### config.mk
export PLATFORM = sky130hd
export DESIGN_NAME = riscv_timer
export DESIGN_NICKNAME = d
export VERILOG_FILES = /design/src/rtl/riscv_pkg.sv /design/src/rtl/riscv_timer_prescaler.sv /design/src/rtl/riscv_timer.sv
export SDC_FILE = /design/constraint.sdc
export NUM_CORES = 1
export LEC_CHECK = 0
export CAP_MARGIN = 20
export CORE_AREA = 2 2 166 168
export DETAILED_ROUTE_END_ITERATION = 10
export DIE_AREA = 0 0 168 170
export PLACE_DENSITY = 0.75
export SLEW_MARGIN = 20
export SYNTH_ARGS = -nofsm -noshare
export SYNTH_HDL_FRONTEND = slang
export SYNTH_SLANG_ARGS = --single-unit
### constraint.sdc
create_clock -name clk -period 2.5 [get_ports clk]
set_input_delay 0.375 -clock clk [delete_from_list [all_inputs] [get_ports clk]]
set_output_delay 0.375 -clock clk [all_outputs]
set_load 0.01 [all_outputs]
### src/rtl/riscv_pkg.sv
// Shared definitions for the riscv core slice: timer register offsets,
// data-memory op encoding and the timer interrupt request states.
package riscv_pkg;

    // Word offsets inside the timer window (addr[3:2])
    localparam logic [1:0] TIMER_MTIME_LO    = 2'd0;
    localparam logic [1:0] TIMER_MTIME_HI    = 2'd1;
    localparam logic [1:0] TIMER_MTIMECMP_LO = 2'd2;
    localparam logic [1:0] TIMER_MTIMECMP_HI = 2'd3;

    // dmem_op encoding, shared with riscv_control
    localparam int unsigned DMEM_OP_STORE_BIT = 2;
    localparam logic [1:0]  DMEM_SIZE_WORD    = 2'd3;

    // Interrupt request life cycle
    typedef enum logic [1:0] {
        IDLE,
        PEND,
        SPENT
    } timer_irq_state_t;

endpackage

### src/rtl/riscv_timer_prescaler.sv
// Divides the core clock down to the mtime increment rate.
// tick is high for one cycle every PRESCALE cycles (every cycle when
// PRESCALE = 1); clear restarts the count from zero.
module riscv_timer_prescaler #(
    parameter int unsigned PRESCALE = 1
) (
    input  logic clk,
    input  logic rst,
    input  logic clear,
    output logic tick
);

    localparam logic [15:0] LAST = 16'(PRESCALE - 1);

    logic [15:0] count;

    assign tick = (count == LAST);

    // Count 0..PRESCALE-1, restart on wrap or on an explicit clear
    always_ff @(posedge clk) begin
        if (rst || clear) begin
            count <= '0;
        end else if (tick) begin
            count <= '0;
        end else begin
            count <= count + 16'd1;
        end
    end

endmodule

### src/rtl/riscv_timer.sv
// Machine timer: 64-bit mtime/mtimecmp mapped at BASE_ADDR..BASE_ADDR+0xC,
// raising timer_irq when mtime >= mtimecmp and holding it until the control
// stage samples it (imem_data_ready high).
// Optional build macro RISCV_TIMER_SNAPSHOT_EN: a load of mtime_lo latches
// the upper half into a shadow that a later mtime_hi load returns.
module riscv_timer
    import riscv_pkg::*;
#(
    parameter logic [31:0] BASE_ADDR = 32'hC000,
    parameter int unsigned PRESCALE  = 1
) (
    input  logic        clk,
    input  logic        rst,
    input  logic        dmem_en,
    input  logic [2:0]  dmem_op,
    input  logic [31:0] addr,
    input  logic [31:0] wdata,
    output logic [31:0] rdata,
    output logic        rdata_valid,
    input  logic        imem_data_ready,
    output logic        timer_irq,
    output logic [63:0] mtime
);

    logic [63:0]      mtimecmp;
    logic             tick;
    logic             window;
    logic             hit;
    logic             is_store;
    logic [1:0]       sel;
    logic             wr_mtime_lo;
    logic             wr_mtime_hi;
    logic             wr_cmp_lo;
    logic             wr_cmp_hi;
    logic             cmp_write;
    logic             match;
    logic [31:0]      rd_mux;
    timer_irq_state_t state;
    logic             rearmed;

    assign window   = dmem_en && (addr[31:4] == BASE_ADDR[31:4]);
    assign hit      = window && (addr[1:0] == 2'b00) && (dmem_op[1:0] == DMEM_SIZE_WORD);
    assign is_store = dmem_op[DMEM_OP_STORE_BIT];
    assign sel      = addr[3:2];

    assign wr_mtime_lo = hit && is_store && (sel == TIMER_MTIME_LO);
    assign wr_mtime_hi = hit && is_store && (sel == TIMER_MTIME_HI);
    assign wr_cmp_lo   = hit && is_store && (sel == TIMER_MTIMECMP_LO);
    assign wr_cmp_hi   = hit && is_store && (sel == TIMER_MTIMECMP_HI);
    assign cmp_write   = wr_cmp_lo || wr_cmp_hi;

    assign match = (mtime >= mtimecmp);

    riscv_timer_prescaler #(
        .PRESCALE(PRESCALE)
    ) u_prescaler (
        .clk  (clk),
        .rst  (rst),
        .clear(wr_mtime_lo || wr_mtime_hi),
        .tick (tick)
    );

`ifdef RISCV_TIMER_SNAPSHOT_EN
    logic [31:0] mtime_hi_shadow;

    // Capture the upper half whenever the lower half is read
    always_ff @(posedge clk) begin
        if (rst) begin
            mtime_hi_shadow <= '0;
        end else if (hit && !is_store && (sel == TIMER_MTIME_LO)) begin
            mtime_hi_shadow <= mtime[63:32];
        end
    end
`endif

    // Select the register addressed by a load
    always_comb begin
        rd_mux = '0;
        case (sel)
            TIMER_MTIME_LO:    rd_mux = mtime[31:0];
`ifdef RISCV_TIMER_SNAPSHOT_EN
            TIMER_MTIME_HI:    rd_mux = mtime_hi_shadow;
`else
            TIMER_MTIME_HI:    rd_mux = mtime[63:32];
`endif
            TIMER_MTIMECMP_LO: rd_mux = mtimecmp[31:0];
            TIMER_MTIMECMP_HI: rd_mux = mtimecmp[63:32];
            default:           rd_mux = '0;
        endcase
    end

    // mtime: a store to either half suppresses that cycle's increment
    always_ff @(posedge clk) begin
        if (rst) begin
            mtime <= '0;
        end else if (wr_mtime_lo) begin
            mtime[31:0] <= wdata;
        end else if (wr_mtime_hi) begin
            mtime[63:32] <= wdata;
        end else if (tick) begin
            mtime <= mtime + 64'd1;
        end
    end

    // mtimecmp halves written independently
    always_ff @(posedge clk) begin
        if (rst) begin
            mtimecmp <= '1;
        end else if (wr_cmp_lo) begin
            mtimecmp[31:0] <= wdata;
        end else if (wr_cmp_hi) begin
            mtimecmp[63:32] <= wdata;
        end
    end

    // Load response: any load inside the window answers, illegal ones with 0
    always_ff @(posedge clk) begin
        if (rst) begin
            rdata       <= '0;
            rdata_valid <= 1'b0;
        end else if (window && !is_store) begin
            rdata       <= hit ? rd_mux : '0;
            rdata_valid <= 1'b1;
        end else begin
            rdata       <= '0;
            rdata_valid <= 1'b0;
        end
    end

    // Request FSM; rearmed records an mtimecmp write seen while PEND, so the
    // request returns to IDLE instead of SPENT once it has been taken
    always_ff @(posedge clk) begin
        if (rst) begin
            state     <= IDLE;
            rearmed   <= 1'b0;
            timer_irq <= 1'b0;
        end else begin
            case (state)
                IDLE: begin
                    if (!cmp_write && match) begin
                        state     <= PEND;
                        timer_irq <= 1'b1;
                    end
                end
                PEND: begin
                    if (timer_irq && imem_data_ready) begin
                        timer_irq <= 1'b0;
                        rearmed   <= 1'b0;
                        state     <= (rearmed || cmp_write) ? IDLE : SPENT;
                    end else if (cmp_write) begin
                        rearmed <= 1'b1;
                    end
                end
                SPENT: begin
                    if (cmp_write) begin
                        state <= IDLE;
                    end
                end
                default: begin
                    state     <= IDLE;
                    rearmed   <= 1'b0;
                    timer_irq <= 1'b0;
                end
            endcase
        end
    end

endmodule
* Word level (Yosys, flattened, before mapping)
Index checks and enable logic that the tools add are counted.
** Word-level totals
- Flip-flop bits (word level) :: 181
- Bits of input ports :: 71
- Output and inout port bits :: 98
- Logic and storage cells :: 80
** Operators by class
- Add/subtract/negate cells :: 2
- Order comparisons :: 1
- Eq/ne operators :: 12
- Mux-type cells :: 17
- Bitwise operators :: 6
- Reduce and logical (&&, ||, !) cells :: 32
** Operator list (number)
- $pmux W32 S4 :: 1
- $mux W32 :: 3
- $add A64 B1 Y64 const B :: 1
- $ge A64 B64 Y1 :: 1
- $mux W64 :: 1
- $eq A28 B12 Y1 const B :: 1
- $add A16 B1 Y16 const B :: 1
- $logic_not A16 Y1 :: 1
- $logic_and A1 B1 Y1 :: 11
- $eq A2 B2 Y1 const B :: 4
- $mux W2 :: 4
- $ne A2 B2 Y1 const B :: 4
- $reduce_and A2 Y1 :: 4
- $logic_not A2 Y1 :: 3
- $not A1 Y1 :: 6
- $pmux W2 S3 :: 1
- $reduce_and A3 Y1 :: 2
- $mux W1 :: 5
- $eq A2 B1 Y1 const B :: 2
- $logic_or A1 B1 Y1 :: 4
- $reduce_bool A2 Y1 :: 2
- $reduce_or A2 Y1 :: 2
- $ne A3 B3 Y1 const B :: 1
- $pmux W1 S3 :: 1
- 3 further kinds :: 4

* Longest topological paths before layout
- Depth in word-level cells :: 11
- Mapped depth :: 11
- Depth with buffers taken out :: 9

* Cells and area by module
From an unflattened synthesis, not the netlist that was laid out.
** Unflattened totals
- Cell total of the unflattened synthesis :: 1120
- Area total of the unflattened synthesis :: 10018.4 um^2
** Modules (own cells, without submodules)
- riscv_timer :: instances 1, cells an instance 1034, area an instance 9273.9 um^2, sequential area each 3303.2 um^2
- riscv_timer_prescaler :: instances 1, cells an instance 86, area an instance 744.5 um^2, sequential area each 320.3 um^2

* Worst setup path after synthesis
OpenSTA, ideal clock, no wires.
- Kind :: register to register
- Start :: register mtime[0]
- End :: register state[0]
- Setup time :: 0.116 ns
- Arrival :: 2.472 ns
- Required time :: 2.384 ns
- Path slack :: -0.088 ns
- Cell stages (with the launch flop) :: 10
- Path buffers :: 0
- Period minus slack after synthesis :: 2.588 ns
- Cell sequence :: dfxtp_1 -> inv_1 -> ha_1 -> nand2b_1 -> a2111oi_0 -> nor4_1 -> or4b_2 -> a211oi_1 -> a21oi_1 -> a31o_2
** Between the ends
- Longest elaborated chain between the ends :: 4
** Ends and longest elaborated chain
- from (decl) :: line riscv_timer.sv:22 : output logic [63:0] mtime
- from (signal assigned) :: line riscv_timer.sv:97 : mtime[31:0] <= wdata;
- from (signal assigned) :: line riscv_timer.sv:101 : mtime <= mtime + 64'd1;
- $ge A64 B64 Y1 :: line riscv_timer.sv:52 : assign match = (mtime >= mtimecmp);
- $logic_and A1 B1 Y1 :: line riscv_timer.sv:140 : if (!cmp_write && match) begin
- $ne A2 B2 Y1 (no line)
- $reduce_and A3 Y1 (no line)
- to (signal assigned) :: line riscv_timer.sv:149 : state <= (rearmed || cmp_write) ? IDLE : SPENT;
- to (decl) :: line riscv_timer.sv:38 : timer_irq_state_t state;
No other way between the ends.
A chain may end at the register's enable or synchronous reset.

* Final worst setup path
- Start :: register mtime[0]
- End :: register timer_irq
** Between the ends
- Longest elaborated chain between the ends :: 4
** Ends and longest elaborated chain
- $ge A64 B64 Y1 :: line riscv_timer.sv:52
- $logic_and A1 B1 Y1 :: line riscv_timer.sv:140
- $ne A2 B2 Y1 (no line)
- $reduce_and A3 Y1 (no line)
- to (signal assigned) :: line riscv_timer.sv:136 : timer_irq <= 1'b0;
- to (signal assigned) :: line riscv_timer.sv:142 : timer_irq <= 1'b1;
- to (signal assigned) :: line riscv_timer.sv:147 : timer_irq <= 1'b0;
- to (decl) :: line riscv_timer.sv:21 : output logic timer_irq,
No other way between the ends.

==> impl_metrics.py <==
metrics = {
    "drt": {
        "wl_per_cell_um": 20.4,
        "ant_nets": 0,
        "drtPass1Iterations": 6,
        "drc": 0,
        "totalWireLength_um": 38500,
        "vias": 11351,
        "drt-initial-drc-count": 1334,
        "viasPerCell": 6.02,
    },
    "hold_path": {
        "min_path_type": "reg -> reg",
    },
    "critical_path": {
        "path_class": "reg -> reg",
        "worstPathArrival_ns": 2.84,
        "worstPathRequired_ns": 2.85,
        "cp_max_fo": 2,
        "critical_path.endpoint_type": "register",
        "crit_path_start_kind": "register",
        "r2r_setup_slack_ns": 0.01,
    },
    "place": {
        "place_hpwl_um": 27400,
        "routabilityCongestion": 0.996,
        "placed_cells": 1834,
        "post-place-ws_ns": -0.495,
        "portBuffers": 168,
    },
    "pwr": {
        "p_sw_share_pct": 23.9,
        "power.leakage_nw": 6.63,
        "power_density_nw_per_um2": 406,
        "switchingPower_mw": 1.46,
        "worst_ir_drop_vdd_mv": 0.335,
        "p_seq_share_pct": 47.4,
        "internal_power_mw": 4.64,
        "combPwrFrac_pct": 6.1,
        "pwr-share-clk_pct": 46.5,
    },
    "clocking": {
        "cts_tree": "built",
        "ctsRootBufferMaster": "clkbuf_16",
        "postCtsHoldBufs": 0,
        "clk_pin_slew_ns": 0.08,
        "clkSinkCount": 181,
        "cts_made_buffers": 17,
        "htreeDepth": 4,
        "clockBufferDepth": 2,
        "insertion_delay_ns": 0.45,
    },
    "timing": {
        "max_freq_mhz": 402,
        "maxSlewHeadroom_pct": 66.9,
        "setup_ws_ns": 0.00984,
        "min_period_ns": 2.49,
        "setup_viol": 0,
        "skew_ns": 0.0160,
        "worst_pin_slew_ns": 0.496,
        "hold_violations": 0,
        "drv_slew": 0,
        "period_share_pct": 99.6,
        "rsz0062_at_grt": "yes",
    },
    "die": {
        "die_width_um": 168,
        "ios": 169,
        "design.core.area_um2": 26700,
        "rows": 60,
        "die_height_um": 170,
        "start_util_pct": 39.7,
        "dieArea_um2": 28600,
    },
    "grt": {
        "met3_usage_pct": 4.79,
        "overflow": 0,
        "met2_usage_pct": 41.9,
        "grt_pass1_vias": 10929,
        "grt_pass1_wl_um": 58600,
        "antenna_found_initial": 0,
        "gr-usage-met1_pct": 34.0,
        "grt_usage_pct": 25.8,
        "grt.busiest_layer": "met2",
        "grt_max_degree": 39,
    },
    "layout": {
        "nFillCells": 2240,
        "nets": 1671,
        "synthToLayoutAreaGrowth_pct": 41.9,
        "drive_gt1_share_pct": 21.4,
        "instances_no_fill": 1887,
        "antenna_cells": 0,
    },
    "synth": {
        "synth_edf_count": 0,
        "ys_seq_area_share_pct": 34.2,
        "synth_top_area_share_pct": 34.2,
        "yosysWarnings": 0,
        "yosysUniqueCellTypes": 74,
        "mappedNetlistArea_um2": 10600,
        "ys.flop_type": "dfxtp_1",
        "ys_ff_latch": 181,
        "avgSynthCellArea_um2": 8.52,
        "netlist_top_cells_area": "dfxtp_1 (34%), ha_1 (7.9%), mux4_2 (6.8%)",
        "async_flop_share_pct": 0,
        "yosysTopAreaCell": "dfxtp_1",
        "synth_nets": 1380,
        "syn-instance-count": 1242,
    },
    "outcome": {
        "outcome": "finished, final reports clean",
    },
    "flow_run": {
        "max_cap_violations": 0,
    },
}
sequential cells by signal (all words and copies together), names as in the netlist:
signal and cells:
u_prescaler.count 16, rdata_valid 1, rearmed 1, mtime 64, state 2, rdata 32, timer_irq 1, mtimecmp 64
placed cells by master, fill, tap and decap left out, drive strengths merged, types with 63 or more instances in the layout:
cell type / instances
a21oi: 92
inv: 80
o21ai: 83
and3: 69
dfxtp: 181
nand2: 136
buf: 182
o211ai: 63
ha: 67
clkdlybuf4s50: 145
cell type report:
type                       count  area [um2]  share of cell area (%)
timing repair buffer         353        3480                    23.2
tap                          341         427                    2.84
multi-input combinational    905        6610                    44.0
sequential                   181        3630                    24.1
clock inverter                12         140                   0.933
inverter                      75         282                    1.87
clock buffer                  20         467                    3.11
stage by stage:
stage / area, um2 / utilization (%) / total power [mW] / hold WS, ns / TNS (ns)
after floorplan: 10600 / - / 3.09 / 0.438 / 0
after global placement: 13700 / 51.6 / 3.30 / 0.457 / -27.45
after detailed placement: 13700 / 51.6 / 3.31 / 0.462 / -36.08
after CTS: 14600 / 54.7 / 6.11 / 0.464 / -0.0601
after global routing: 15000 / 56.4 / 6.24 / 0.485 / -0.120
final: 15000 / 56.4 / 6.09 / 0.474 / 0
power groups by stage:
stage          sequential, mW  combinational (mW)  clock, mW
6_report                 2.89               0.371       2.84
4_1_cts                  2.89               0.360       2.86
2_1_floorplan            2.96               0.131          0
3_3_place_gp             2.95               0.350          0
5_1_grt                  2.89               0.390       2.97
3_5_place_dp             2.95               0.352          0
routing by layer:
metal,routed length (um),up-vias
li1,-,5185
met1,16000,5372
met2,17200,646
met3,3500,148
met4,1740,0
met5,0,-
cell usage after synthesis (all sizes together), types with 10 or more instances:
| cell | n |
|---|---|
| dfxtp | 181 |
| nand2 | 136 |
| a21oi | 92 |
| o21ai | 83 |
| inv | 75 |
| and3 | 69 |
| ha | 67 |
| o211ai | 63 |
| nor2 | 58 |
| clkbuf | 48 |
| nand3 | 44 |
| nand4 | 35 |
| buf | 33 |
| mux4 | 32 |
| nor4 | 27 |
| nor3 | 24 |
| a211oi | 20 |
| a21o | 18 |
| a31oi | 10 |
final timing paths:
kind                                              to  depth (start not counted)                  from
worst min-delay path            u_prescaler.count[0]                          1  u_prescaler.count[0]
worst min register to register  u_prescaler.count[0]                          1  u_prescaler.count[0]
worst max-delay path                       timer_irq                          9              mtime[0]
worst max register to register             timer_irq                          9              mtime[0]
critical path, cell delays in order (launching register included):
cell,delay (ns)
dfxtp_2,0.34
inv_2,0.05
ha_4,0.20
nand2b_4,0.15
a2111oi_4,0.43
nor4_2,0.12
or4b_4,0.55
a211oi_2,0.26
a21oi_2,0.10
a31o_2,0.22
cells by family after synthesis:
logic type	Yosys count	share of synthesized area, %
AOI/OAI and AO/OA	337	20.3
xor gates and xnor gates	14	1.16
adders and majority gates	67	7.92
buffers and inverters	156	6.10
DFF	181	34.2
muxes	39	7.75
and+or+nand+nor	448	22.5
repair_timing:
item	in CTS	in global routing
endpoints found under the setup margin	28	64
resized for setup	28	71
pin swaps	13	35
cloned	2	7
buffers inserted	6	9
endpoints found under the hold margin	0	0
(Power assumes the default switching activity.)
